[config.mk]
export PLATFORM = sky130hd
export DESIGN_NAME = maxpool2d_stream
export DESIGN_NICKNAME = d
export VERILOG_FILES = /design/src/rtl/cnn_pkg.sv /design/src/rtl/pool_line_buf.sv /design/src/rtl/maxpool2d_stream.sv
export SDC_FILE = /design/constraint.sdc
export NUM_CORES = 1
export LEC_CHECK = 0
export CAP_MARGIN = 20
export CORE_MARGIN = 1
export CORE_UTILIZATION = 61
export DETAILED_ROUTE_END_ITERATION = 8
export PLACE_DENSITY_LB_ADDON = 0.1
export RECOVER_POWER = 100
export SLEW_MARGIN = 25
export SYNTH_ARGS = -nofsm -noshare
export SYNTH_HDL_FRONTEND = slang
export SYNTH_SLANG_ARGS = --single-unit
export TNS_END_PERCENT = 5
[constraint.sdc]
create_clock -name clk -period 3.4 [get_ports clk]
set_input_delay 0.51 -clock clk [delete_from_list [all_inputs] [get_ports clk]]
set_output_delay 0.51 -clock clk [all_outputs]
set_load 0.02 [all_outputs]
[src/rtl/cnn_pkg.sv]
// cnn_pkg: types, constants and helpers shared by the CNN streaming stages.
//   PIXEL_W        : default pixel width (two's-complement signed)
//   pixel_t        : signed pixel type, PIXEL_W bits
//   POOL_K, POOL_S : pooling window and stride
//   max2()         : signed maximum of two pixels
//   pool_out_dim() : output dimension of a 2x2/stride-2 pool, also used for
//                    flatten/dense sizing
package cnn_pkg;

   localparam int PIXEL_W = 8;
   localparam int POOL_K  = 2;
   localparam int POOL_S  = 2;

   typedef logic signed [PIXEL_W-1:0] pixel_t;

   function automatic pixel_t max2(input pixel_t a, input pixel_t b);
      return (a > b) ? a : b;
   endfunction

   function automatic int pool_out_dim(input int n);
      return n / POOL_S;
   endfunction

endpackage

[src/rtl/pool_line_buf.sv]
// pool_line_buf: holds one row of horizontal pair maxima between the two rows
// of a pooling row pair. Synchronous write, combinational read, no reset
// (every entry is written before it is read within each row pair).
//   clk_i   : clock, rising edge
//   we_i    : write enable
//   waddr_i : write address (pair index, col/2)
//   wdata_i : pair maximum to store
//   raddr_i : read address
//   rdata_o : stored pair maximum at raddr_i
module pool_line_buf #(
   parameter int DEPTH      = 14,
   parameter int DATA_WIDTH = 8,
   parameter int ADDR_W     = 4
) (
   input  logic                  clk_i,
   input  logic                  we_i,
   input  logic [ADDR_W-1:0]     waddr_i,
   input  logic [DATA_WIDTH-1:0] wdata_i,
   input  logic [ADDR_W-1:0]     raddr_i,
   output logic [DATA_WIDTH-1:0] rdata_o
);

   logic [DATA_WIDTH-1:0] mem_q [DEPTH];

   always_ff @(posedge clk_i) begin
      if (we_i) begin
         mem_q[waddr_i] <= wdata_i;
      end
   end

   assign rdata_o = mem_q[raddr_i];

endmodule

[src/rtl/maxpool2d_stream.sv]
// maxpool2d_stream: streaming 2x2/stride-2 max-pool over a raster-order,
// channel-major pixel stream. Emits pooled pixels in raster order.
// Optional build macro: MAXPOOL_RELU_EN fuses a ReLU after the block max.
//   clk, rst  : clock (rising edge), asynchronous active-high reset
//   in_valid  : input pixel valid          in_ready : stage accepts a pixel
//   in_data   : input pixel (signed)
//   out_valid : pooled pixel valid         out_ready: downstream accepts it
//   out_data  : pooled pixel (signed)      out_last : final pixel of frame
//   busy      : frame partially received or output pending
module maxpool2d_stream
   import cnn_pkg::*;
#(
   parameter int DATA_WIDTH = PIXEL_W,
   parameter int CHANNELS   = 1,
   parameter int HEIGHT     = 28,
   parameter int WIDTH      = 28
) (
   input  logic                  clk,
   input  logic                  rst,
   input  logic                  in_valid,
   output logic                  in_ready,
   input  logic [DATA_WIDTH-1:0] in_data,
   output logic                  out_valid,
   input  logic                  out_ready,
   output logic [DATA_WIDTH-1:0] out_data,
   output logic                  out_last,
   output logic                  busy
);

   localparam int LB_DEPTH = pool_out_dim(WIDTH);
   localparam int LB_AW    = (LB_DEPTH > 1) ? $clog2(LB_DEPTH) : 1;
   localparam int COL_W    = $clog2(WIDTH);
   localparam int ROW_W    = $clog2(HEIGHT);
   localparam int CH_W     = (CHANNELS > 1) ? $clog2(CHANNELS) : 1;

   typedef logic signed [DATA_WIDTH-1:0] dpix_t;

   function automatic dpix_t smax(input dpix_t a, input dpix_t b);
      return (a > b) ? a : b;
   endfunction

   logic [COL_W-1:0] col_q, col_d;
   logic [ROW_W-1:0] row_q, row_d;
   logic [CH_W-1:0]  ch_q,  ch_d;
   dpix_t            h_q,   h_d;
   logic             out_valid_q, out_valid_d;
   dpix_t            out_data_q,  out_data_d;
   logic             out_last_q,  out_last_d;

   logic             in_xfer, out_xfer;
   logic             col_last, row_last, ch_last;
   logic             lb_we;
   logic [LB_AW-1:0] lb_addr;
   logic [DATA_WIDTH-1:0] lb_rd;
   dpix_t            pair_max, block_max, pooled;

   assign in_ready = !out_valid_q || out_ready;
   assign in_xfer  = in_valid && in_ready;
   assign out_xfer = out_valid_q && out_ready;

   assign col_last = (col_q == COL_W'(WIDTH - 1));
   assign row_last = (row_q == ROW_W'(HEIGHT - 1));
   assign ch_last  = (ch_q == CH_W'(CHANNELS - 1));

   // Odd column closes a horizontal pair; even rows park it in the line
   // buffer, odd rows combine it with the parked pair from the row above.
   assign pair_max  = smax(h_q, $signed(in_data));
   assign block_max = smax($signed(lb_rd), pair_max);
   assign lb_we     = in_xfer && col_q[0] && !row_q[0];
   assign lb_addr   = LB_AW'(col_q >> 1);

`ifdef MAXPOOL_RELU_EN
   assign pooled = block_max[DATA_WIDTH-1] ? '0 : block_max;
`else
   assign pooled = block_max;
`endif

   pool_line_buf #(
      .DEPTH      (LB_DEPTH),
      .DATA_WIDTH (DATA_WIDTH),
      .ADDR_W     (LB_AW)
   ) u_line_buf (
      .clk_i   (clk),
      .we_i    (lb_we),
      .waddr_i (lb_addr),
      .wdata_i (pair_max),
      .raddr_i (lb_addr),
      .rdata_o (lb_rd)
   );

   always_comb begin
      col_d       = col_q;
      row_d       = row_q;
      ch_d        = ch_q;
      h_d         = h_q;
      out_valid_d = out_valid_q;
      out_data_d  = out_data_q;
      out_last_d  = out_last_q;

      if (in_xfer) begin
         if (col_last) begin
            col_d = '0;
            if (row_last) begin
               row_d = '0;
               ch_d  = ch_last ? '0 : ch_q + 1'b1;
            end else begin
               row_d = row_q + 1'b1;
            end
         end else begin
            col_d = col_q + 1'b1;
         end
         if (!col_q[0]) begin
            h_d = $signed(in_data);
         end
      end

      if (out_xfer) begin
         out_valid_d = 1'b0;
         out_last_d  = 1'b0;
      end

      // A completing block overrides the drain above, so a same-cycle
      // output transfer and block completion keep out_valid high.
      if (in_xfer && col_q[0] && row_q[0]) begin
         out_valid_d = 1'b1;
         out_data_d  = pooled;
         out_last_d  = ch_last && row_last && col_last;
      end
   end

   always_ff @(posedge clk or posedge rst) begin
      if (rst) begin
         col_q       <= '0;
         row_q       <= '0;
         ch_q        <= '0;
         h_q         <= '0;
         out_valid_q <= 1'b0;
         out_data_q  <= '0;
         out_last_q  <= 1'b0;
      end else begin
         col_q       <= col_d;
         row_q       <= row_d;
         ch_q        <= ch_d;
         h_q         <= h_d;
         out_valid_q <= out_valid_d;
         out_data_q  <= out_data_d;
         out_last_q  <= out_last_d;
      end
   end

   assign out_valid = out_valid_q;
   assign out_data  = out_data_q;
   assign out_last  = out_last_q;
   assign busy      = (col_q != '0) || (row_q != '0) || (ch_q != '0) || out_valid_q;

endmodule

==> results of run 1 <==
[cells by family after synthesis]
kind of cell	count (synthesis)	synth area share
compound gates	75	0.0783
fa+ha+maj	20	0.0398
buf+inv	41	0.0335
flops	140	0.647
simple gates	100	0.0807
mux	72	0.121
[per-layer routing]
metal  global-route usage  up-vias  share of wire
met4                0.121        0          0.030
met1                0.382     2090           0.40
met5                    0        -              0
li1                     -     1865              -
met3               0.0477       43          0.074
met2                0.465      206           0.50
[repair_timing]
action / 4_1_cts / 5_1_grt
gates resized for setup: 14 / 29
cloned: 1 / 0
pin swaps: 3 / 13
buffers inserted: 2 / 3
setup endpoints to repair: 8 / 8
hold endpoints to repair: 0 / 0
[state kept, by name, summed over array words and instances, names as in the netlist]
name              flops
h_q                   8
row_q                 5
col_q                 5
out_data              8
u_line_buf.mem_q    112
out_last              1
out_valid             1
[cell type report]
type	count	area (sq um)
repair buffers	73	606
inverters	24	90.1
fillers	571	2100
multi-input cells	268	2220
well taps	133	166
clock inverters	13	190
clock buffers	19	422
flip-flops and latches	140	4070
[placed cells by master, fill, tap and decap left out, types with 3 or more instances in the layout]
master	synthesis	final
inv_2	0	4
nand3_1	19	19
dfrtp_1	28	25
dlymetal6s2s_1	0	8
a311oi_1	7	3
clkinvlp_4	0	3
buf_4	5	34
edfxtp_1	112	112
mux2i_1	41	38
nor3_1	9	9
mux2_2	31	31
nor2_1	23	23
o21ai_0	14	12
nand3b_1	3	3
clkdlybuf4s50_1	0	3
clkbuf_1	2	15
o21ai_1	3	5
ha_4	0	8
a21oi_1	12	12
inv_1	24	20
a21o_1	5	5
nand2_1	26	26
o22ai_1	17	17
ha_1	20	12
a311oi_2	0	4
dfrtp_2	0	3
dlygate4sd3_1	0	12
bufinv_16	0	4
nand2b_1	5	4
clkbuf_16	0	16
a22oi_1	7	7
[power breakdown]
group | switching, mW | internal (mW) | leakage, nW
Combinational | 1.85 | 1.30 | 1.30
Sequential | 0.229 | 2.31 | 1.36
Clock | 0.719 | 1.20 | 0.291
Total | 2.79 | 4.81 | 2.95
[worst reg2reg max path, delay by kind of cell, from the launching register on]
family | cells | cell delay (ns)
buffers and inverters | 3 | 0.40
AND/OR/NAND/NOR | 2 | 0.28
AO/OA/AOI/OAI | 8 | 1.70
multiplexers | 1 | 0.26
adder cells (fa/ha/maj) | 2 | 0.53
flip-flops | 1 | 0.45
[worst max-delay path by stage]
| stage | cells after the start | endpoint | slack, ns |
|---|---|---|---|
| detailed placement | 14 | out_data[7] | -0.79 |
| CTS | 17 | out_data[7] | 0.01 |
| floorplan | 16 | out_data[1] | 0.13 |
| global placement | 14 | out_data[7] | -0.70 |
| global route | 16 | out_data[1] | -0.36 |
| finish | 16 | out_data[1] | -0.30 |
[stage by stage]
stage                     std cells  setup WS [ns]  TNS, ns  hold slack [ns]  cell area, sq um
final                           670         -0.304    -1.99            0.380              7760
after global routing            670         -0.362    -2.35            0.401              7760
after CTS                       667         0.0109        0            0.323              7630
after detailed placement        632         -0.788    -6.07            0.494              6920
after global placement          632         -0.697    -5.36            0.497              6920
after floorplan                 448          0.130        0            0.496              6280
==> impl_metrics.env, run 1 <==
export IMPL_status="complete, but fails checks"
export IMPL_violations="setup timing"
export IMPL_reg2reg_slack_ns=-0.30
export IMPL_syn_inst=448
export IMPL_synth_most_common_cell="edfxtp_1"
export IMPL_crit_slowest_cell="dfrtp_1"
export IMPL_synth_top_area_cell="edfxtp_1"
export IMPL_synth_top_area_frac=0.535
export IMPL_layout_nets=556
export IMPL_synthTopCellsByCount="112 x edfxtp_1, 41 x mux2i_1, 31 x mux2_2"
export IMPL_p_per_area_nw_per_um2=980
export IMPL_grt_max_degree=25
export IMPL_cts_buffers=17
export IMPL_synthToLayoutAreaGrowth_pct=23.6
export IMPL_drtIter0Drc=401
export IMPL_rsz0062_at_grt="yes"
export IMPL_clk_latency_ns=0.53
export IMPL_crit_fanout=5
export IMPL_routabilityCongestion=0.850
export IMPL_drcViolationCount=0
export IMPL_holdPathStages=3
export IMPL_ioPinCount=24
export IMPL_ys_flop_type="edfxtp_1"
export IMPL_ys_seq_elements=140
export IMPL_grt_usage=0.285
export IMPL_worstHoldPathType="primary input to flop"
export IMPL_synth_cell_types=42
export IMPL_drive_gt1_frac=0.248
export IMPL_critical_path_required_ns=3.82
export IMPL_clock_sinks=140
export IMPL_gr_total_overflow=0
export IMPL_clockBufferDepth=2
export IMPL_crit_top_cell="inv_1"
export IMPL_path_delay_family="compound AO/OA/AOI/OAI gates"
export IMPL_timing_rr_start="h_q[0]"
export IMPL_crit_buf_inv=3
export IMPL_clkTransAtPathRegs_ns=0.06
export IMPL_synth_cell_area_sq_um=6280
export IMPL_antenna_found_initial=0
export IMPL_grt_first_pass_wirelength_um=21300
export IMPL_synth_nets=480
export IMPL_worst_setup_path_start_kind="flop"
export IMPL_period_share=1.09
export IMPL_grt_pass1_vias=4075
export IMPL_viasPerCell=6.27
export IMPL_syn_avg_cell_area_sq_um=14.0
export IMPL_die_h_um=103
export IMPL_tightestPinTransition_ns=0.956
export IMPL_skew_ns=0.00877
export IMPL_cts_root_buffer="clkbuf_8"
export IMPL_initial_core_util=0.637
export IMPL_yosys_warnings=0
export IMPL_cts_tree="done"
export IMPL_hpwl_um=8920
export IMPL_path_class="flop to flop"
export IMPL_hold_buffers=0
export IMPL_setup_ws_ns=-0.304
export IMPL_hold_viol=0
export IMPL_fp_dieArea_sq_um=10700
export IMPL_antenna_cells=0
export IMPL_fmaxAchievable_mhz=270
export IMPL_synth_edff_count=112
export IMPL_ys_async_sr_fraction=0.200
export IMPL_hold_path_endpoint="h_q[4]"
export IMPL_cp_end_kind="flop"
export IMPL_totalWireLength_um=15000
export IMPL_rows=36
export IMPL_core_area_sq_um=9860
export IMPL_ys_seq_area_frac=0.647
export IMPL_post_route_min_period_ns=3.70
export IMPL_p_total_mw=7.60
export IMPL_die_w_um=103
export IMPL_vias=4204
export IMPL_relSlewSlack=0.363
export IMPL_hold_start="in_data[4]"
export IMPL_crit_arrival_ns=4.13
export IMPL_synth_area_leaders="edfxtp_1 54%, dfrtp_1 11%, mux2i_1 6.5%"
export IMPL_wl_per_cell_um=22.5
export IMPL_h_tree_depth=4
export IMPL_critPathMaxStageDelay_ns=0.45
export IMPL_firstDrtPassIters=6
export IMPL_io_buffers=23
export IMPL_setup_viol=8
export IMPL_cap_violations=0
export IMPL_r2r_end="out_data[1]"
export IMPL_finalMaxSlewViolations=0
export IMPL_r2r_cells=16
export IMPL_vdd_drop_max_v=0.000774
export IMPL_cp_cell_sequence="inv_1 > ha_4 > nand2_1 > o32ai_2 > a31oi_2 > a21oi_4 > buf_4 > mux2i_2 > inv_1 > ha_1 > nand3b_1 > a21o_1 > a211o_4 > a311oi_2 > a21oi_1 > o21ai_0"
export IMPL_p_leak_nw=2.95
export IMPL_finish_utilization=0.787
export IMPL_crit_start="h_q[0]"
export IMPL_antenna_left=0
No activity file was read; power rests on OpenSTA's default activity.
==> inputs of run 2 (changes only) <==
GPL_ROUTABILITY_DRIVEN = 0   (was unset)
==> results of run 2 <==
The final DEF is identical to that of run 1; final timing and power are the same.
==> inputs of run 3 (changes only) <==
CORE_UTILIZATION = 55   (was 61)
CTS_CLUSTER_DIAMETER = 100   (was unset)
HOLD_SLACK_MARGIN = 0.08   (was unset)
==> run 3 against run 2 <==
The flow finishes with violations (capacitance limit, slew limit). Via count decreased by 4.3%. Routed wire length is 8.3% lower. Sequential share of layout area is 0.10 points lower. Non-clock buffer count decreased by 2.
==> impl_metrics.env, run 3 (synthesized netlist as in run 1, its figures left out) <==
export IMPL_status="complete, but fails checks"
export IMPL_violations="capacitance limit, slew limit"
export IMPL_pwr_share_comb=0.426
export IMPL_die_h_um=109
export IMPL_fmaxAchievable_mhz=301
export IMPL_p_leak_nw=2.90
export IMPL_setup_ws_ns=0.0804
export IMPL_path_delay_family="compound AO/OA/AOI/OAI gates"
export IMPL_grt_pass1_vias=4003
export IMPL_worstHoldPathType="primary input to flop"
export IMPL_worstSetupPathDepth=14
export IMPL_critical_path_required_ns=3.73
export IMPL_hpwl_um=8850
export IMPL_viasPerCell=5.96
export IMPL_cap_violations=1
export IMPL_skew_ns=0.0108
export IMPL_synthToLayoutAreaGrowth_pct=23.8
export IMPL_antenna_left=0
export IMPL_clkTransAtPathRegs_ns=0.06
export IMPL_holdPathStages=3
export IMPL_setup_viol=0
export IMPL_antenna_found_initial=0
export IMPL_critPathMaxStageDelay_ns=0.44
export IMPL_crit_arrival_ns=3.65
export IMPL_cp_end_kind="flop"
export IMPL_layout_commonest_cell="edfxtp_1"
export IMPL_path_class="flop to flop"
export IMPL_gr_total_overflow=0
export IMPL_antenna_cells=0
export IMPL_period_share=0.976
export IMPL_worst_setup_path_start_kind="flop"
export IMPL_drcViolationCount=0
export IMPL_crit_buf_inv=1
export IMPL_p_int_mw=4.77
export IMPL_wl_per_cell_um=20.4
export IMPL_rows=38
export IMPL_multi_input_area_sq_um=2270
export IMPL_clock_power_share=0.241
export IMPL_clk_latency_ns=0.41
export IMPL_crit_fanout=5
export IMPL_die_w_um=109
export IMPL_dp_worst_setup_slack_ns=-0.669
export IMPL_seq_area_sq_um=4070
export IMPL_post_route_min_period_ns=3.32
export IMPL_cts_buffers=17
export IMPL_grt_first_pass_wirelength_um=20800
export IMPL_crit_slowest_cell="dfrtp_1"
export IMPL_p_sw_mw=2.78
export IMPL_power_frac_seq=0.334
export IMPL_fp_dieArea_sq_um=11900
export IMPL_netSwitchingFraction=0.369
export IMPL_vias=4022
export IMPL_layout_nets=554
export IMPL_hold_viol=0
export IMPL_cts_root_buffer="clkbuf_16"
export IMPL_regMostFlops="u_line_buf.mem_q"
export IMPL_placed_area_sq_um=6920
export IMPL_cts_tree="done"
export IMPL_firstDrtPassIters=5
export IMPL_drive_gt1_frac=0.262
export IMPL_setup_tns_ns=0
export IMPL_vdd_drop_max_v=0.000765
export IMPL_relSlewSlack=-0.0979
export IMPL_totalWireLength_um=13800
export IMPL_fin_area_sq_um=7770
export IMPL_ioPinCount=24
export IMPL_cp_cell_sequence="ha_4 > nand4_1 > o32ai_2 > a31oi_2 > a21oi_4 > buf_6 > mux2i_2 > ha_1 > nand3b_1 > a21o_1 > a211o_4 > a311oi_2 > a21oi_1 > o21ai_0"
export IMPL_finish_utilization=0.708
export IMPL_p_per_area_nw_per_um2=972
export IMPL_holdWs_ns=0.494
export IMPL_grt_usage=0.245
export IMPL_drtIter0Drc=267
export IMPL_mostFrequentLayoutCells="112 x edfxtp_1, 34 x mux2i_1, 31 x mux2_2, 28 x buf_4"
export IMPL_clock_sinks=140
export IMPL_rsz0062_at_grt="yes"
export IMPL_h_tree_depth=4
export IMPL_initial_core_util=0.572
export IMPL_finalMaxSlewViolations=29
export IMPL_core_area_sq_um=11000
export IMPL_largest_reg_flops=112
export IMPL_hold_buffers=0
export IMPL_tightestPinTransition_ns=1.65
export IMPL_r2r_cells=14
export IMPL_io_buffers=23
export IMPL_clockBufferDepth=2
export IMPL_grt_max_degree=34
export IMPL_fill_cells=726
run 3: changes by cell type in the layout (fill, tap and decap cells not counted), sizes merged:
| cell | change |
|---|---|
| buf | -5 |
| bufinv | -2 |
| clkbuf | +1 |
| clkinv | +2 |
| dlygate4sd3 | +1 |
| dlymetal6s2s | -1 |
| inv | +2 |
run 3: power groups by stage:
stage          clock network [mW]  logic (mW)  registers (mW)
2_1_floorplan                   0        1.77            2.46
3_3_place_gp                    0        2.50            2.51
3_5_place_dp                    0        2.56            2.52
4_1_cts                      1.85        2.84            2.50
5_1_grt                      1.92        3.44            2.54
6_report                     1.82        3.22            2.52
run 3: final cells by class:
| cell class | count | area share |
|---|---|---|
| inverters | 24 | 0.0116 |
| clock inverters | 15 | 0.0209 |
| multi-input cells | 268 | 0.293 |
| clock buffers | 17 | 0.0547 |
| repair buffers | 71 | 0.0747 |
| flip-flops and latches | 140 | 0.523 |
| well taps | 140 | 0.0225 |
run 3: per-stage QoR:
step                      instances  power (mW)
final                           675        7.56
after global routing            675        7.89
after CTS                       673        7.19
after detailed placement        638        5.08
after global placement          638        5.01
after floorplan                 448        4.23
run 3: final timing paths:
path                        startpoint     endpoint  slack (ns)
min reg2reg                out_data[7]  out_data[7]        0.51
max                             h_q[6]  out_data[3]        0.08
max in group asynchronous          rst     col_q[2]        1.21
min                         in_data[4]       h_q[4]        0.49
max reg2reg                     h_q[6]  out_data[3]        0.08
min in group asynchronous          rst  out_data[3]        1.11
run 3: timing repair:
action / 4_1_cts / 5_1_grt
pin swaps: 10 / 17
setup buffers: 2 / 2
cloned: 1 / 0
setup endpoints to repair: 8 / 8
resized for setup: 21 / 35
run 3: layer usage:
metal	vias up	share of wire	GRT usage
li1	1865	-	-
met1	1969	0.42	0.322
met2	158	0.49	0.393
met3	30	0.068	0.0574
met4	0	0.025	0.0975
met5	-	0	0
run 3: tightest hold or removal path: cells and delay by family:
| kind | cells | cell delay, ns |
|---|---|---|
| multiplexers | 1 | 0.14 |
| buffers and inverters | 2 | 0.22 |
